$ cat config.mk
export PLATFORM = sky130hd
export DESIGN_NAME = demod_scheduler
export DESIGN_NICKNAME = d
export VERILOG_FILES = /design/src/rtl/demod_sched_pkg.sv /design/src/rtl/rr_next_channel.sv /design/src/rtl/demod_scheduler.sv
export SDC_FILE = /design/constraint.sdc
export NUM_CORES = 1
export LEC_CHECK = 0
export ABC_AREA = 1
export BUFFER_PORTS_ARGS = -buffer_cell sky130_fd_sc_hd__buf_4
export CAP_MARGIN = 40
export CORE_UTILIZATION = 32
export DETAILED_ROUTE_END_ITERATION = 6
export GPL_ROUTABILITY_DRIVEN = 0
export SLEW_MARGIN = 20
export SYNTH_ARGS = -nofsm -noshare
export SYNTH_HDL_FRONTEND = slang
export SYNTH_SLANG_ARGS = --single-unit
$ cat constraint.sdc
create_clock -name clk -period 1.76 [get_ports clk]
set_clock_uncertainty 0.15 [all_clocks]
set_input_delay 0.176 -clock clk [delete_from_list [all_inputs] [get_ports clk]]
set_output_delay 0.176 -clock clk [all_outputs]
set_load 0.02 [all_outputs]
$ cat src/rtl/demod_sched_pkg.sv
// Shared types and helpers for the demodulator channel scheduler.
package demod_sched_pkg;

  typedef enum logic [2:0] {IDLE, NEXT, FLUSH, SETTLE, CAPTURE, EMIT} sched_state_t;

  function automatic int ch_width(input int n);
    return (n > 1) ? $clog2(n) : 1;
  endfunction

endpackage

$ cat src/rtl/rr_next_channel.sv
// Round-robin picker: lowest set mask bit strictly after cur, wrapping; may return cur itself.
module rr_next_channel
  import demod_sched_pkg::*;
#(
  parameter int NUM_CH = 2,
  parameter int CW     = ch_width(NUM_CH)
) (
  input  logic [NUM_CH-1:0] mask,
  input  logic [CW-1:0]     cur,
  output logic [CW-1:0]     next,
  output logic              found
);

  logic [CW:0] idx;

  // cur + i stays below 2*NUM_CH, so a single conditional subtract wraps it
  always_comb begin
    next  = cur;
    found = 1'b0;
    idx   = '0;
    for (int i = 1; i <= NUM_CH; i++) begin
      idx = {1'b0, cur} + (CW+1)'(i);
      if (idx >= (CW+1)'(NUM_CH)) idx = idx - (CW+1)'(NUM_CH);
      if (!found && mask[idx[CW-1:0]]) begin
        found = 1'b1;
        next  = idx[CW-1:0];
      end
    end
  end

endmodule

$ cat src/rtl/demod_scheduler.sv
// Shares one quadrature demod datapath across NUM_CH ADC channels: flush, settle,
// capture one decimated result per channel and hand it out on a valid/ready port.
module demod_scheduler
  import demod_sched_pkg::*;
#(
  parameter int NUM_CH         = 2,
  parameter int ADC_RESOLUTION = 12,
  parameter int OUT_RESOLUTION = 14,
  parameter int FLUSH_CYCLES   = 8,
  parameter int SETTLE_DEC     = 3
) (
  input  logic                             clk,
  input  logic                             reset,
  input  logic                             enable,
  input  logic [NUM_CH-1:0]                ch_mask,
  input  logic [NUM_CH*ADC_RESOLUTION-1:0] adc_data,
  output logic [ADC_RESOLUTION-1:0]        dp_sample,
  output logic                             dp_flush,
  input  logic                             dp_dec_en,
  input  logic [OUT_RESOLUTION-1:0]        dp_result,
  output logic                             res_valid,
  input  logic                             res_ready,
  output logic [$clog2(NUM_CH)-1:0]        res_ch,
  output logic [OUT_RESOLUTION-1:0]        res_data,
  output logic                             busy
);

  localparam int CW = ch_width(NUM_CH);
  localparam int FW = $clog2(FLUSH_CYCLES + 1);
  localparam int SW = (SETTLE_DEC > 0) ? $clog2(SETTLE_DEC + 1) : 1;

  sched_state_t              state, state_d;
  logic [CW-1:0]             cur_ch, pick_ch, search_from, sample_ch;
  logic                      pick_found, first_pass, stop_req;
  logic [FW-1:0]             flush_cnt;
  logic [SW-1:0]             settle_cnt;
  logic [OUT_RESOLUTION-1:0] cap_data;
  logic [CW-1:0]             cap_ch;
  logic                      ch_ld, cnt_clr, flush_inc, settle_inc, cap_ld, emit_ld, slot_free;

  // first search after reset starts from the top index so channel 0 wins
  assign search_from = first_pass ? CW'(NUM_CH - 1) : cur_ch;
  assign sample_ch   = ch_ld ? pick_ch : cur_ch;
  assign slot_free   = !res_valid || res_ready;
  assign dp_flush    = (state == FLUSH);
  assign busy        = (state != IDLE);

  rr_next_channel #(.NUM_CH(NUM_CH), .CW(CW)) u_pick (
    .mask  (ch_mask),
    .cur   (search_from),
    .next  (pick_ch),
    .found (pick_found)
  );

  always_comb begin
    state_d    = state;
    ch_ld      = 1'b0;
    cnt_clr    = 1'b0;
    flush_inc  = 1'b0;
    settle_inc = 1'b0;
    cap_ld     = 1'b0;
    emit_ld    = 1'b0;
    unique case (state)
      IDLE: if (enable) state_d = NEXT;
      NEXT: begin
        if (!pick_found) state_d = IDLE;
        else begin
          ch_ld   = 1'b1;
          cnt_clr = 1'b1;
          state_d = FLUSH;
        end
      end
      FLUSH: begin
        if (!enable) state_d = IDLE;
        else if (flush_cnt == FW'(FLUSH_CYCLES - 1)) state_d = SETTLE;
        else flush_inc = 1'b1;
      end
      SETTLE: begin
        if (!enable) state_d = IDLE;
        else if (SETTLE_DEC == 0) state_d = CAPTURE;
        else if (dp_dec_en) begin
          if (settle_cnt == SW'(SETTLE_DEC - 1)) state_d = CAPTURE;
          else settle_inc = 1'b1;
        end
      end
      CAPTURE: begin
        if (!enable) state_d = IDLE;
        else if (dp_dec_en) begin
          cap_ld  = 1'b1;
          state_d = EMIT;
        end
      end
      EMIT: begin
        if (slot_free) begin
          emit_ld = 1'b1;
          state_d = (enable && !stop_req) ? NEXT : IDLE;
        end
      end
      default: state_d = IDLE;
    endcase
  end

  always_ff @(posedge clk) begin
    if (!reset) begin
      state      <= IDLE;
      cur_ch     <= '0;
      first_pass <= 1'b1;
      stop_req   <= 1'b0;
      flush_cnt  <= '0;
      settle_cnt <= '0;
      cap_data   <= '0;
      cap_ch     <= '0;
      dp_sample  <= '0;
      res_valid  <= 1'b0;
      res_ch     <= '0;
      res_data   <= '0;
    end else begin
      state     <= state_d;
      dp_sample <= adc_data[int'(sample_ch)*ADC_RESOLUTION +: ADC_RESOLUTION];
      if (ch_ld) begin
        cur_ch     <= pick_ch;
        first_pass <= 1'b0;
      end
      if (cnt_clr) begin
        flush_cnt  <= '0;
        settle_cnt <= '0;
      end else begin
        if (flush_inc)  flush_cnt  <= flush_cnt + FW'(1);
        if (settle_inc) settle_cnt <= settle_cnt + SW'(1);
      end
      // an enable drop while stalled in EMIT is remembered until the emit completes
      if (state != EMIT) stop_req <= 1'b0;
      else if (!enable)  stop_req <= 1'b1;
      if (cap_ld) begin
        cap_data <= dp_result;
        cap_ch   <= cur_ch;
      end
      if (emit_ld) begin
        res_valid <= 1'b1;
        res_data  <= cap_data;
        res_ch    <= cap_ch;
      end else if (res_ready) begin
        res_valid <= 1'b0;
      end
    end
  end

endmodule

# Yosys cells after proc, flatten, opt, wreduce, memory -nomap -nowiden
# Index checks and enable logic that the tools add are counted.
# word_totals
register_bits	55
out_inout_bits	30
elab_cells	91
# classes
add_sub_neg	6
multipliers	1
order_cmp	4
eq_ne	14
n_shift	1
n_mux	40
bitwise	1
reduce_logical	12
# op_table
operator	n
$mux W1	29
$mux W3	9
$shiftx A24 B6 Y12	1
$pmux W3 S6	1
$ne A3 B3 Y1 const B	4
$eq A3 B2 Y1 const B	2
$eq A3 B3 Y1 const B	2
$reduce_and A6 Y1	1
$add A4 B1 Y4 const B	1
$eq A4 B3 Y1 const B	1
$ge A2 B2 Y1 const B	2
$lt A1 B2 Y1 const B	2
$ne A2 B2 Y1 const B	2
$reduce_or A2 Y1	2
$eq A3 B1 Y1 const B	1
$logic_not A1 Y1	3
$logic_not A3 Y1	1
$mul A1 B2 Y3 const B	1
$ne A3 B2 Y1 const B	1
$reduce_bool A3 Y1	1
$add A1 B1 Y2 const B	1
$add A1 B2 Y2 const B	1
$add A2 B1 Y2 const B	1
$eq A2 B2 Y1 const B	1
6 further kinds	8

# Longest topological paths before layout
# Gate-level depths: netlist of run 1.
# depth
depth_word	15
ltp_mapped	10

# Modules after synthesis
# A second synthesis of run 1 with hierarchy kept.
# unflattened
hier_cells	276
area_unflattened_um2	2174.6
# modules_own_cells
mod	instances	cells_per_inst	area_per_inst_um2
demod_scheduler	1	270	2149.6
rr_next_channel	1	6	25.0

# Worst setup path after synthesis of run 1
# No wires, ideal clock.
# synth_path
path_kind	register -> register
startpoint	register state[1]
endpoint	register state[1]
setup_ps	113
t_arrival_ps	1197
setup_slack_ps	299
stages_incl_launch_ff	9
n_path_buf	0
synth_period_minus_slack_ps	1461
cell_sequence	dfxtp_1 nor2_1 nand2_1 nor2_1 nor2_1 nand2_1 nand2_1 nand2_1 nor2_1
# synth_via
elab_chain_cells	3
elab_cells_between_ends	14
cone_classes	eq/ne: 11; mux: 1; reduce/logical: 2
# synth_rtl
element	line_no	text
from (decl)	demod_scheduler.sv:32	sched_state_t state, state_d;
from (signal assigned)	demod_scheduler.sv:118	state <= state_d;
$eq A3 B2 Y1, or another cell as far along	demod_scheduler.sv:63	unique case (state)
$ne A3 B3 Y1 (no source line), or another cell as far along	-	
$reduce_and A6 Y1 (no source line)	-	
# Several ways; a longest one is shown, not always the timed one.
# A chain may end at the register's enable or synchronous reset.

# Worst setup path after layout of run 1
# layout_path
startpoint	input port enable
endpoint	register state[2]
# layout_via
elab_chain_cells	2
elab_cells_between_ends	10
cone_classes	eq/ne: 5; mux: 4; reduce/logical: 1
# layout_rtl
element	line_no	text
from (decl)	demod_scheduler.sv:14	input logic enable,
$ne A3 B3 Y1 (no source line), or another cell as far along	-	
$reduce_and A6 Y1 (no source line) / $pmux W3 S6 (equally long branches)	-	
# Several ways; a longest one is shown, not always the timed one.

==> impl_metrics.env, run 1 <==
export IMPL_status="finished, violations left"
export IMPL_failed_checks="hold timing"
export IMPL_synth_area_um2=2220
export IMPL_path_buf_inv=3
export IMPL_post_drt_via_cell_ratio=4.49
export IMPL_clock_root_buffer="clkbuf_8"
export IMPL_p_total_mw=3.81
export IMPL_cts_made_buffers=5
export IMPL_startpoint="enable"
export IMPL_ctsHtreeMaxLevel=2
export IMPL_drtPass1Iterations=4
export IMPL_peakVddDrop_uv=533
export IMPL_critPathMaxFanout=7
export IMPL_critical_path_class="in -> reg"
export IMPL_detailed_place_hpwl_mm=3.57
export IMPL_drc_errors=0
export IMPL_synth_top_area_share=0.496
export IMPL_worstSetupPathDepth=11
export IMPL_die_h_um=85.3
export IMPL_synth_top_area_cell="dfxtp_1"
export IMPL_worstMarginPinSlew_ns=0.273
export IMPL_start_util=0.340
export IMPL_cpMaxStageDelayCell="dlygate4sd3_1"
export IMPL_start_kind="input port"
export IMPL_r2r_end="state[0]"
export IMPL_path_clk_slew_ns=0.11
export IMPL_antenna_found_initial=0
export IMPL_wl_mm=5.26
export IMPL_core_area_um2=6530
export IMPL_synthTopCellsByCount="dfxtp_1 (55), nor2_1 (46), nand2_1 (44)"
export IMPL_drv_slew=0
export IMPL_vias=2096
export IMPL_finalHoldViolCount=1
export IMPL_crit_family="buffers and inverters"
export IMPL_nets=436
export IMPL_synthArstFlopShare=0
export IMPL_syn_num_nets=339
export IMPL_wl_per_cell_um=11.3
export IMPL_ys_top_cells_by_area="dfxtp_1 (50%), a21oi_1 (7.9%), nor2_1 (7.8%)"
export IMPL_slowest_delay_ns=0.52
export IMPL_synth_cell_types=26
export IMPL_drive_gt1_frac=0.264
export IMPL_fin_tns_setup_ns=0
export IMPL_yosys_warnings=0
export IMPL_drtIter0Drc=90
export IMPL_die_area_um2=7280
export IMPL_fill_cells=635
export IMPL_power_leakage_nw=1.44
export IMPL_fmax_mhz=634
export IMPL_grt_pass1_vias=1973
export IMPL_post_route_period_util=0.897
export IMPL_clock_latency_ns=0.31
export IMPL_fin_util=0.490
export IMPL_gr_total_overflow=0
export IMPL_hold_class="in -> reg"
export IMPL_cts_sinks=55
export IMPL_cts_tree="built"
export IMPL_ios=75
export IMPL_crit_end="state[2]"
export IMPL_numPortBuffers=74
export IMPL_rsz0062_at_grt="false"
export IMPL_clk_path_buf_depth=2
export IMPL_critPathRequiredTime_ns=1.82
export IMPL_timing_slew_headroom=0.818
export IMPL_grt_max_degree=31
export IMPL_num_antenna_cells=0
export IMPL_synth_avg_cell_area_um2=7.61
export IMPL_period_minus_slack_ns=1.58
export IMPL_row_count=29
export IMPL_synth_edf_count=0
export IMPL_r2r_slack_ns=0.21
export IMPL_max_cap_violations=0
export IMPL_cp_arrival_ns=1.64
export IMPL_netlist_instances=292
export IMPL_seq_area_frac_synth=0.496
export IMPL_synth_most_common_cell="dfxtp_1"
export IMPL_setup_viol_count_final=0
export IMPL_r2r_start="flush_cnt[0]"
export IMPL_die_w_um=85.3
export IMPL_reg2reg_depth=8
export IMPL_grt_usage=0.150
export IMPL_grt_pass1_wl_mm=8.76
export IMPL_synth_seq_cells=55
export IMPL_p_per_area_nw_per_um2=1190
export IMPL_ant_nets=0
export IMPL_hold_ws_ns=-0.000310
export IMPL_ys_flop_type="dfxtp_1"
export IMPL_crit_path_end_kind="register"
export IMPL_synthToLayoutAreaGrowth_pct=44.1
export IMPL_cp_cell_sequence="dlygate4sd3_1 > buf_4 > inv_1 > nor2_1 > nand2_2 > nor2_4 > nor2_1 > nand2_1 > nand2_1 > nand2_1 > nor2_1"
routing by layer:
layer  wire (um)  vias to the layer above  track usage
met5           0                        -            0
met4          45                        0       0.0364
met3         287                        5       0.0438
met2        2340                       60        0.242
met1        2590                      901        0.199
li1            -                     1130            -
worst min-delay path: cells and delay by family:
| family | cells | cell delay [ns] |
|---|---|---|
| buffers and inverters | 1 | 0.07 |
| AO/OA/AOI/OAI | 2 | 0.18 |
layout by cell type (no fill, tap or decap):
cell type and n:
nor3_4 1, dlygate4sd3_1 25, nor2_1 46, a21oi_1 35
inv_8 1, and3_2 1, nor2_4 1, or2_0 1
nand3_1 6, a211oi_1 1, inv_1 27, clkbuf_8 5
nand2_1 44, nor3_2 1, o21ai_2 1, dfxtp_2 2
nor2_2 1, nand3b_1 12, clkinv_2 1, buf_12 1
o22ai_1 1, o211ai_1 1, buf_4 79, nand4_1 1
inv_2 5, ha_1 2, o21ai_0 32, dfxtp_1 53
nand2_2 2, clkinvlp_4 1
report_power, final:
| part | internal [mW] | switching, mW |
|---|---|---|
| logic | 0.608 | 0.873 |
| registers | 1.47 | 0.137 |
| clock network | 0.288 | 0.433 |
worst min path at each step:
stage | start | endpoint | depth (start not counted)
after global routing | dp_result[11] | cap_data[11] | 3
after global placement | adc_data[3] | dp_sample[3] | 3
after detailed placement | adc_data[11] | dp_sample[11] | 3
after CTS | dp_result[11] | cap_data[11] | 3
final | dp_result[11] | cap_data[11] | 3
after floorplan | enable | stop_req | 1
stage by stage:
stage	std cells	instance area (um^2)	hold slack (ns)	worst slack, ns
floorplan	292	2220	0.118	0.299
global placement	434	2860	0.250	0.194
detailed placement	434	2860	0.255	0.152
CTS	467	3200	0.000471	0.131
global route	467	3200	0.00696	0.0595
finish	467	3200	-0.000310	0.182
sequential cells by signal, indices dropped and copies added, names as in the netlist:
name,flops
flush_cnt,4
dp_sample,12
state,3
cap_ch,1
res_data,14
first_pass,1
res_valid,1
cur_ch,1
stop_req,1
settle_cnt,2
cap_data,14
res_ch,1
cell type report:
type	instances	area (um^2)	area share
Multi-Input combinational cell	190	925	0.289
Clock inverter	3	23.8	0.00743
Clock buffer	5	68.8	0.0215
Inverter	32	120	0.0375
Sequential cell	55	1100	0.345
Timing Repair Buffer	105	863	0.270
Tap cell	77	96.3	0.0301
cell families (layout without fill, tap and decap cells):
family,after synthesis,count (layout),synth area share
and+or+nand+nor,117,117,0.241
AOI/OAI and AO/OA,71,71,0.165
buffers and inverters,47,145,0.0879
adders and majority gates,2,2,0.0113
DFF,55,55,0.496
what timing repair did:
item / 4_1_cts / 5_1_grt
buffers inserted: 0 / 0
hold buffers: 25 / 0
setup endpoints to repair: 0 / 10
gates resized for setup: 0 / 2
hold endpoints to repair: 25 / 0
Power figures use the tool's default switching activity.
==> run 2, diff against run 1 <==
--- a/config.mk
+++ b/config.mk
@@ -9,9 +9,11 @@
 export BUFFER_PORTS_ARGS = -buffer_cell sky130_fd_sc_hd__buf_4
 export CAP_MARGIN = 40
 export CORE_UTILIZATION = 32
+export CTS_BUF_LIST = sky130_fd_sc_hd__clkbuf_16
 export DETAILED_ROUTE_END_ITERATION = 6
 export GPL_ROUTABILITY_DRIVEN = 0
 export SLEW_MARGIN = 20
 export SYNTH_ARGS = -nofsm -noshare
 export SYNTH_HDL_FRONTEND = slang
+export SYNTH_HIERARCHICAL = 1
 export SYNTH_SLANG_ARGS = --single-unit
==> run 2 against run 1 <==
  * The run ends with DRC left
  * Non-clock buffer count fell by 3
  * Clock power grew 35%
  * Sequential power barely moved
  * Register-to-register slack hardly changed
  * Combinational power down 4%
  * Synthesized cell count is 5.5% lower
  * Final cell count fell by 3.9%
  * Power increased by 4.5%
  * Via count down 2.2%
  * Global-route usage about the same
==> impl_metrics.env, run 2 <==
export IMPL_status="finished, violations left"
export IMPL_failed_checks="DRC"
export IMPL_cts_tree="built"
export IMPL_switching_power_mw=1.42
export IMPL_finalHoldViolCount=0
export IMPL_critical_path_class="reg -> out"
export IMPL_hold_class="in -> reg"
export IMPL_multi_input_area_um2=873
export IMPL_r2r_start="flush_cnt[0]"
export IMPL_drive_gt1_frac=0.261
export IMPL_grt_pass1_vias=1937
export IMPL_p_comb_frac=0.355
export IMPL_ctsHtreeMaxLevel=2
export IMPL_ys_top_cells_by_area="dfxtp_1 (51%), a21oi_1 (7.8%), nor2_1 (7.1%)"
export IMPL_start_util=0.337
export IMPL_clock_root_buffer="clkbuf_16"
export IMPL_clock_latency_ns=0.29
export IMPL_reg2reg_depth=8
export IMPL_cpMaxStageDelayCell="dfxtp_1"
export IMPL_hold_buffers=24
export IMPL_placed_cell_area_um2=2800
export IMPL_rsz0062_at_grt="false"
export IMPL_peakVddDrop_uv=772
export IMPL_crit_path_end_kind="output port"
export IMPL_syn_num_nets=323
export IMPL_numPortBuffers=74
export IMPL_nets=418
export IMPL_path_clk_slew_ns=0.07
export IMPL_grt_usage=0.150
export IMPL_fill_cells=642
export IMPL_die_w_um=84.4
export IMPL_synth_cell_types=29
export IMPL_fmax_mhz=643
export IMPL_synth_edf_count=0
export IMPL_start_kind="register"
export IMPL_critPathRequiredTime_ns=1.43
export IMPL_num_antenna_cells=0
export IMPL_synth_top_area_share=0.506
export IMPL_antenna_found_initial=0
export IMPL_ys_flop_type="dfxtp_1"
export IMPL_timing_slew_headroom=0.716
export IMPL_p_int_mw=2.57
export IMPL_synth_avg_cell_area_um2=7.88
export IMPL_max_cap_violations=0
export IMPL_largest_registers="cap_data: 14 flops, res_data: 14 flops, dp_sample: 12 flops"
export IMPL_synth_most_common_cell="dfxtp_1"
export IMPL_crit_end="dp_flush"
export IMPL_startpoint="state[2]"
export IMPL_r2r_slack_ns=0.21
export IMPL_drtPass1Iterations=7
export IMPL_synthToLayoutAreaGrowth_pct=46.3
export IMPL_row_count=29
export IMPL_synth_top_area_cell="dfxtp_1"
export IMPL_cts_sinks=55
export IMPL_wl_mm=5.16
export IMPL_grt_pass1_wl_mm=8.53
export IMPL_synth_area_um2=2170
export IMPL_p_total_mw=3.99
export IMPL_ant_nets=0
export IMPL_p_per_area_nw_per_um2=1250
export IMPL_grt_max_degree=47
export IMPL_p_clk_frac=0.244
export IMPL_synthArstFlopShare=0
export IMPL_swShare=0.355
export IMPL_gr_total_overflow=0
export IMPL_drtIter0Drc=62
export IMPL_cts_made_buffers=5
export IMPL_seq_area_frac_synth=0.506
export IMPL_post_drt_via_cell_ratio=4.57
export IMPL_cts_resized=0
export IMPL_fin_tns_setup_ns=0
export IMPL_power_leakage_nw=1.42
export IMPL_period_minus_slack_ns=1.55
export IMPL_setup_viol_count_final=0
export IMPL_power_frac_seq=0.401
export IMPL_post_route_period_util=0.883
export IMPL_drv_slew=0
export IMPL_clk_path_buf_depth=2
export IMPL_dp_slack_ns=0.208
export IMPL_vias=2050
export IMPL_ios=75
export IMPL_layout_common_cells="buf_4 (77), dfxtp_1 (55), nor2_1 (41)"
export IMPL_synthTopCellsByCount="dfxtp_1 (55), nor2_1 (41), a21oi_1 (34)"
export IMPL_layout_commonest_cell="buf_4"
export IMPL_die_h_um=84.4
export IMPL_regArea_um2=1100
export IMPL_wl_per_cell_um=11.5
export IMPL_critPathMaxFanout=6
export IMPL_slowest_delay_ns=0.46
export IMPL_yosys_warnings=6
export IMPL_core_area_um2=6460
export IMPL_final_cell_area_um2=3180
export IMPL_drc_errors=4
export IMPL_setup_ws_ns=0.206
export IMPL_synth_seq_cells=55
export IMPL_worstMarginPinSlew_ns=0.425
export IMPL_cp_cell_sequence="inv_2 > nand3_2 > inv_1 > buf_4"
export IMPL_cp_arrival_ns=1.23
export IMPL_post_cts_buffers=0
export IMPL_detailed_place_hpwl_mm=3.39
export IMPL_die_area_um2=7130
export IMPL_r2r_end="state[0]"
export IMPL_netlist_instances=276
-- run 2: cell types whose count changed after synthesis, sizes merged --
cell,change
buf,-1
nand2,-20
nor2,-5
inv,+2
nand3b,-10
o21ai,+14
nor4,+1
or2,+1
o211a,+1
o211ai,-1
nand3,+1
o22ai,-1
nand4,+3
and3,-1
-- run 2: metal layers --
layer | global-route usage | share of wire | vias up
met1 | 0.190 | 0.46 | 897
met3 | 0.0334 | 0.055 | 7
met4 | 0.0693 | 0.014 | 0
li1 | - | - | 1089
met5 | 0 | 0 | -
met2 | 0.244 | 0.47 | 57
-- run 2: power groups by stage --
stage          Combinational (mW)  Sequential, mW  Clock (mW)
6_report                     1.42            1.60       0.971
5_1_grt                      1.57            1.63        1.06
4_1_cts                      1.43            1.60        1.01
3_5_place_dp                 1.38            1.63           0
3_3_place_gp                 1.37            1.62           0
2_1_floorplan               0.729            1.79           0
-- run 2: worst max-delay path: cells and delay by family (launching register included) --
kind                   cells  cell delay, ns
buffers and inverters      3            0.36
flip-flops                 1            0.46
AND/OR/NAND/NOR            1            0.13
-- run 2: worst min path at each step --
| stage | start | endpoint | slack [ns] | cells past startpoint |
|---|---|---|---|---|
| floorplan | adc_data[2] | dp_sample[2] | 0.16 | 2 |
| global placement | adc_data[8] | dp_sample[8] | 0.25 | 3 |
| detailed placement | adc_data[1] | dp_sample[1] | 0.25 | 3 |
| CTS | dp_result[2] | cap_data[2] | 0.002 | 3 |
| global route | dp_result[2] | cap_data[2] | 0.01 | 3 |
| finish | dp_result[2] | cap_data[2] | 0.003 | 3 |
-- run 2: kinds of logic after synthesis --
group,count (synthesis),share of synthesized area
compound gates,84,0.204
fa+ha+maj,2,0.0115
buf+inv,48,0.0921
flops,55,0.506
simple gates,87,0.186
-- run 2: final cells by class --
| cell class | instances | share of cell area |
|---|---|---|
| Sequential cell | 55 | 0.346 |
| Multi-Input combinational cell | 173 | 0.274 |
| Timing Repair Buffer | 102 | 0.263 |
| Inverter | 34 | 0.0401 |
| Clock buffer | 5 | 0.0393 |
| Tap cell | 77 | 0.0303 |
| Clock inverter | 3 | 0.00629 |
-- run 2: metrics by stage --
stage	hold slack, ns	instances	util
6_report	0.00264	449	0.493
5_1_grt	0.0135	449	0.493
4_1_cts	0.00165	449	0.493
3_5_place_dp	0.253	417	0.433
3_3_place_gp	0.247	417	0.433
2_1_floorplan	0.160	276	-
